==> config.mk <==
export PLATFORM = sky130hd
export DESIGN_NAME = sequence_player
export DESIGN_NICKNAME = d
export VERILOG_FILES = /design/src/rtl/sequence_player_pkg.sv /design/src/rtl/sequence_player_tick_timer.sv /design/src/rtl/sequence_player.sv
export SDC_FILE = /design/constraint.sdc
export NUM_CORES = 1
export LEC_CHECK = 0
export CORE_MARGIN = 2
export CORE_UTILIZATION = 35
export CTS_BUF_LIST = sky130_fd_sc_hd__clkbuf_2
export DETAILED_ROUTE_END_ITERATION = 8
export GPL_TIMING_DRIVEN = 0
export PLACE_DENSITY = 0.66
export RECOVER_POWER = 50
export SLEW_MARGIN = 5
export SYNTH_ARGS = -nofsm -noshare
export SYNTH_HDL_FRONTEND = slang
export SYNTH_HIERARCHICAL = 1
export SYNTH_SLANG_ARGS = --single-unit
export TNS_END_PERCENT = 10
==> constraint.sdc <==
create_clock -name clk -period 10.11 [get_ports clk]
set_clock_uncertainty 0.05 [all_clocks]
set_input_delay 1.011 -clock clk [delete_from_list [all_inputs] [get_ports clk]]
set_output_delay 1.011 -clock clk [all_outputs]
set_load 0.01 [all_outputs]
==> src/rtl/sequence_player_pkg.sv <==
// Shared memory-game definitions: step encoding, level-to-length rule, player states.
// Input capture uses the same step_count so both ends agree on pattern length.
package sequence_player_pkg;

  localparam int unsigned MAX_STEPS = 16;
  localparam int unsigned STEP_W    = 3;

  typedef enum logic [1:0] {
    StIdle,
    StOn,
    StOff
  } state_e;

  // Levels 3..7 all clamp to the full 16-step pattern.
  function automatic logic [4:0] step_count(input logic [2:0] level);
    if (level >= 3'd3) begin
      return 5'd16;
    end
    return 5'd4 + {1'b0, level[1:0], 2'b00};
  endfunction

  function automatic logic [7:0] step_onehot(input logic [STEP_W-1:0] step);
    return 8'b1 << step;
  endfunction

  function automatic logic [STEP_W-1:0] step_at(input logic [MAX_STEPS*STEP_W-1:0] seq,
                                                input logic [3:0] idx);
    logic [MAX_STEPS*STEP_W-1:0] sh;
    sh = seq >> (6'(idx) * 6'd3);
    return sh[STEP_W-1:0];
  endfunction

endpackage

==> src/rtl/sequence_player_tick_timer.sv <==
// Load/decrement down-counter; expired_o is high while the count sits at zero.
module tick_timer #(
  parameter int unsigned CNT_W = 32
) (
  input  logic             clk_i,
  input  logic             rst_i,
  input  logic             load_i,
  input  logic [CNT_W-1:0] load_val_i,
  output logic             expired_o
);

  logic [CNT_W-1:0] count_q, count_d;

  always_comb begin
    count_d = count_q;
    if (load_i) begin
      count_d = load_val_i;
    end else if (count_q != '0) begin
      count_d = count_q - 1'b1;
    end
  end

  always_ff @(posedge clk_i) begin
    if (rst_i) begin
      count_q <= '0;
    end else begin
      count_q <= count_d;
    end
  end

  assign expired_o = (count_q == '0);

endmodule

==> src/rtl/sequence_player.sv <==
// Presents a latched memory-game pattern on 8 one-hot LEDs, step by step, with a dark gap
// after every step so repeated steps stay distinguishable. All outputs are registered.
module sequence_player
  import sequence_player_pkg::*;
#(
  parameter int unsigned ON_TICKS  = 25_000_000,
  parameter int unsigned OFF_TICKS = 12_500_000,
  parameter int unsigned CNT_W     = 32
) (
  input  logic        clk,
  input  logic        rst,
  input  logic        start,
  input  logic        abort,
  input  logic [2:0]  level,
  input  logic [47:0] seq_flat,
  output logic [7:0]  led,
  output logic        busy,
  output logic [4:0]  step_idx,
  output logic        done
);

  state_e      state_q, state_d;
  logic [47:0] seq_q, seq_d;
  logic [4:0]  n_q, n_d;
  logic [4:0]  step_q, step_d;
  logic [7:0]  led_q, led_d;
  logic        busy_q, busy_d;
  logic        done_q, done_d;

  logic             tmr_load;
  logic [CNT_W-1:0] tmr_val;
  logic             tmr_expired;
  logic [4:0]       step_nxt;

  tick_timer #(
    .CNT_W(CNT_W)
  ) u_timer (
    .clk_i     (clk),
    .rst_i     (rst),
    .load_i    (tmr_load),
    .load_val_i(tmr_val),
    .expired_o (tmr_expired)
  );

  assign step_nxt = step_q + 5'd1;

  always_comb begin
    state_d  = state_q;
    seq_d    = seq_q;
    n_d      = n_q;
    step_d   = step_q;
    led_d    = led_q;
    busy_d   = busy_q;
    done_d   = 1'b0;
    tmr_load = 1'b0;
    tmr_val  = '0;

    unique case (state_q)
      StIdle: begin
        led_d  = '0;
        busy_d = 1'b0;
        if (start && !abort) begin
          seq_d    = seq_flat;
          n_d      = step_count(level);
          step_d   = '0;
          tmr_load = 1'b1;
          tmr_val  = CNT_W'(ON_TICKS - 1);
          state_d  = StOn;
          led_d    = step_onehot(seq_flat[STEP_W-1:0]);
          busy_d   = 1'b1;
        end
      end
      StOn, StOff: begin
        if (abort) begin
          // Clearing the timer keeps a later start from seeing a stale count.
          state_d  = StIdle;
          led_d    = '0;
          busy_d   = 1'b0;
          step_d   = '0;
          tmr_load = 1'b1;
        end else if (tmr_expired && state_q == StOn) begin
          tmr_load = 1'b1;
          tmr_val  = CNT_W'(OFF_TICKS - 1);
          state_d  = StOff;
          led_d    = '0;
        end else if (tmr_expired) begin
          if (step_q == n_q - 5'd1) begin
            state_d = StIdle;
            busy_d  = 1'b0;
            done_d  = 1'b1;
          end else begin
            step_d   = step_nxt;
            tmr_load = 1'b1;
            tmr_val  = CNT_W'(ON_TICKS - 1);
            state_d  = StOn;
            led_d    = step_onehot(step_at(seq_q, step_nxt[3:0]));
          end
        end
      end
      default: begin
        state_d = StIdle;
        led_d   = '0;
        busy_d  = 1'b0;
      end
    endcase
  end

  always_ff @(posedge clk) begin
    if (rst) begin
      state_q <= StIdle;
      seq_q   <= '0;
      n_q     <= '0;
      step_q  <= '0;
      led_q   <= '0;
      busy_q  <= 1'b0;
      done_q  <= 1'b0;
    end else begin
      state_q <= state_d;
      seq_q   <= seq_d;
      n_q     <= n_d;
      step_q  <= step_d;
      led_q   <= led_d;
      busy_q  <= busy_d;
      done_q  <= done_d;
    end
  end

  assign led      = led_q;
  assign busy     = busy_q;
  assign step_idx = step_q;
  assign done     = done_q;

endmodule
==> results.md <==
Place:
- The congestion estimate from routability-driven global placement came to between 0.8 and 0.9.
- The pre-CTS worst setup slack is about 5.2 ns.
- The instance area after placement is 6140 sq um.
- The total half-perimeter wirelength after legalization and detailed placement is 10.1 mm.
- Buffers placed on the I/O ports in this run total 69.

Logic synthesis:
- The mapped cell area is slightly above 5000 sq um.
- The number of synthesis warnings is 6.
- Synthesis inferred 100 register bits.
- In this run, distinct cell masters in the synthesized netlist total 72.
- The biggest area contributor in the post-synthesis netlist is dfxtp_1.
- The post-synthesis async set-or-reset flop share is 0.
- The commonest cells after synthesis are 125 x nand2_1, 100 x dfxtp_1, 64 x a21oi_1, 29 x clkbuf_1, 26 x nor2_1.
- The most used flip-flop cell after synthesis is dfxtp_1.
- The cell count after synthesis is 598.
- After synthesis, the mean cell area works out to between 8 and 9 sq um.
- The proportion of netlist area held by the largest area contributor is 0.386.
- The number of enable flip-flop cells after synthesis is 0.
- The most numerous cell in the Yosys netlist is nand2_1.
- Sorting the synthesized cells by area gives the leading types as dfxtp_1 39%, nand2_1 9.1%, a21oi_1 6.2%, mux4_2 3.0%, mux4_1 2.5%.
- For this run, the register share of the synthesized area comes to 0.386.

Critical path:
- The required time at the endpoint of the critical path is 10.65 ns.
- The critical path capture point type is a flip-flop.
- The master of the slowest instance on the critical path is nor4_1.
- The element type at the critical path start is a flip-flop.
- The data arrival time of the worst path is 5.57 ns.
- Traced cell by cell, the critical path runs through nor4_1, nand2_1, or4_1, buf_4, clkinv_8, clkbuf_1, a21oi_1, a21bo_2, a21oi_1, nor2_1, clkbuf_1, inv_1, nor2_1, clkbuf_1, nand2_1, o21ai_2.
- In this run the worst setup path begins at u_timer/count_q[5].
- In this design, the critical path's most frequently occurring cell is clkbuf_1.
- The delay of the slowest critical-path stage is 0.80 ns.
- Among cell families on the critical path, the largest total delay comes from simple AND/OR/NAND/NOR gates.
- The total buffers and inverters traversed by the critical path is 6.
- Of all nets on the critical path, the largest fanout is 11.
- The setup path with the least slack is of type flip-flop to flip-flop.
- The launch point of the worst reg-to-reg path is u_timer/count_q[5].

Power and ir drop:
- The net switching power figure is between 300 and 400 uW.
- The share of total power dissipated in sequential elements is 0.467.
- Summed over all cells, the static leakage comes to ~2.3 nW.
- Internal power comes to ~620 uW.
- The total power divided by cell area is between 150 and 200 nW/um^2.
- The completed layout was analyzed and its total power is roughly 1.0 mW.
- The clock share of power is 0.206.
- The share of total power dissipated in combinational logic is 0.327.
- Of the total power, the share spent switching nets is 0.384.
- VDD sags by at most approximately 0.074 mV.

Timing:
- Setup repair after global routing left no endpoint under its margin.
- The maximum frequency from static timing analysis is just under 0.2 GHz.
- The transition time at the pin with the least slew margin is 0.970 ns.
- The max-slew violation total from the final report came to 0.
- The final setup violation count is 0.
- The final period demand of the worst path is 5.03 ns.
- The minimum setup slack in the final design is between 5 and 6 ns.
- The number of hold violations in the final report was 0.
- The worst slew margin relative to its limit is 0.354.
- The share of the clock period used by the worst path after layout is 0.498.
- Summed over all failing endpoints, the final setup total negative slack is 0 ns.

Route:
- The count of antenna-violating nets left after detailed routing is 0.
- The routed via count divided by cell count is 5.29.
- Wire segments on met3 add up to roughly 690 um in the final route.
- Before antenna repair, the detailed router went through 4 iterations.
- The routed length on met1 is between 5 and 6 mm.
- The final route contains approximately 4600 vias.
- The number of DRC markers after the initial detailed-route iteration is around 220.
- The total DRC errors in the routed layout is 0.
- The routed design uses 6.83 mm of met2 wire.
- The post-detailed-routing wire length is approximately 14 mm.
- The per-cell routed wire length is ~16 um.
- The top metal layer carrying routed signals is met5.

CTS:
- Buffers inserted to repair hold after CTS numbered 0.
- The number of setup buffers added after CTS is 0.
- The clock tree synthesis step divided the H-tree into 3 levels.
- The tree is rooted in a clkbuf_2.
- TritonCTS created 9 clock buffers.
- TritonCTS built the clock tree.
- The clock latency reported for the late side of the worst-skew pair is about 0.66 ns.
- For this design, the sink count on the clock tree is 100.
- The number of buffers on the longest clock path is 2.
- The number of gates resized after CTS was 0.
- After clock tree synthesis, the clock-pin slew on the worst setup and hold paths is between 0.3 and 0.4 ns.

Global route:
- The aggregate global-route resource usage is 0.175.
- The leftover overflow at the end of global routing is 0.
- The number of antenna violations at the first check in global routing was 1.
- The global-route wire length before repair is 22.4 mm.
- The maximum number of pins on one net before global-route repair is 22.
- The via count of the first global-routing pass was approximately 4700.

Cells and area:
- From synthesis to final layout, the design area changed by 21.0%.
- The number of antenna cells inserted is 0.
- Of the cells placed in the final design, the portion with a size suffix greater than 1 is 0.0880.
- The cell area after layout is between 6000 and 7000 sq um.
- The layout filler cell count is about 1500.
- In the final design database the tool counted 750 nets.

Worst hold path:
- The worst hold path belongs to the class flip-flop to flip-flop.
- The start point of the worst hold path is seq_q[14].

Run status:
- The flow ran to the end, and the final reports show no timing, DRC or antenna violations.

Die:
- The effective utilization at floorplan is 0.358.
- The placeable core region is about 14000 sq um.
- After floorplanning, the core was divided into 44 placement rows.
- Measured along the y axis, the die boundary spans 126 um.
- The floorplan step defined a die boundary enclosing 15800 sq um.
- In this run the horizontal extent of the chip is roughly 130 um.
- In this run the count of I/O pins placed on the die edge is 70.

Flow run:
- The tool flagged a number of max-cap violations equal to 0.
## cell usage in the layout (no fill, tap or decap), types with 4 or more instances in the layout
cell / count
mux4_1: 5
clkbuf_1: 33
o211a_1: 10
nor2b_1: 4
nand3b_1: 4
clkdlybuf4s50_1: 62
mux2i_1: 9
nand2b_1: 11
nand4b_1: 4
clkbuf_2: 9
inv_1: 14
nor3_1: 11
or3_1: 7
dlygate4sd3_1: 7
nor4b_1: 4
dfxtp_1: 100
nand2_1: 125
o211ai_1: 4
ha_1: 7
or4_1: 9
xor2_1: 12
nor2_1: 26
o21ai_0: 10
nand4_1: 7
o21ai_2: 11
a21oi_1: 64
nand3_1: 11
nor4_1: 14
xnor2_1: 14
mux4_2: 7
o31ai_1: 5
conb_1: 11
## worst reg2reg max path, delay by kind of cell, from the launching register on
kind / cells / cell delay (ns)
simple gates: 6 / 2.26
buf+inv: 6 / 1.69
flops: 1 / 0.43
compound gates: 4 / 0.54
## cell families (layout without fill, tap and decap cells)
group,count (synthesis),count (layout),share of synthesized area
simple gates,249,249,0.235
compound gates,133,133,0.175
flops,100,100,0.386
buf+inv,55,140,0.0490
xor+xnor,29,29,0.0568
mux,24,24,0.0807
fa+ha+maj,7,7,0.0169
other cells,1,11,0.000724
## final cells by class
class / instances / area [sq um] / area share
multi-input cells: 453 / 2960 / 0.473
flip-flops and latches: 100 / 2000 / 0.319
repair buffers: 69 / 691 / 0.110
well taps: 184 / 230 / 0.0367
plain buffers: 40 / 185 / 0.0295
clock inverters: 7 / 83.8 / 0.0134
inverters: 15 / 68.8 / 0.0110
clock buffers: 9 / 45.0 / 0.00719
## worst paths after layout
kind | slack, ns | cells past startpoint | to
setup / recovery | 5.08 | 16 | u_timer/count_q[19]
hold / removal | 0.42 | 2 | seq_q[14]
setup reg to reg | 5.08 | 16 | u_timer/count_q[19]
hold reg to reg | 0.42 | 2 | seq_q[14]
## registers in the layout, summed over array words and instances (netlist names)
name,cells
done,1
seq_q,48
step_idx,5
n_q,3
busy,1
led,8
state_q,2
u_timer/count_q,32
## per-layer routing
layer | vias to the layer above | track usage
met1 | 2183 | 0.201
met3 | 23 | 0.0497
met5 | - | 0
met4 | 2 | 0.0641
li1 | 2317 | -
met2 | 112 | 0.312
## metrics by stage
step	hold slack [ns]	utilization	instances
floorplan	0.382	-	608
global placement	0.388	0.424	861
detailed placement	0.395	0.424	861
CTS	0.420	0.433	877
global route	0.440	0.433	877
finish	0.423	0.433	877
## power groups by stage
stage / combinational, mW / clock (mW) / sequential [mW]
2_1_floorplan: 0.238 / 0 / 0.468
3_3_place_gp: 0.319 / 0 / 0.474
3_5_place_dp: 0.328 / 0 / 0.477
4_1_cts: 0.329 / 0.214 / 0.470
5_1_grt: 0.362 / 0.229 / 0.477
6_report: 0.329 / 0.208 / 0.471
No activity file was read; power rests on OpenSTA's default activity.
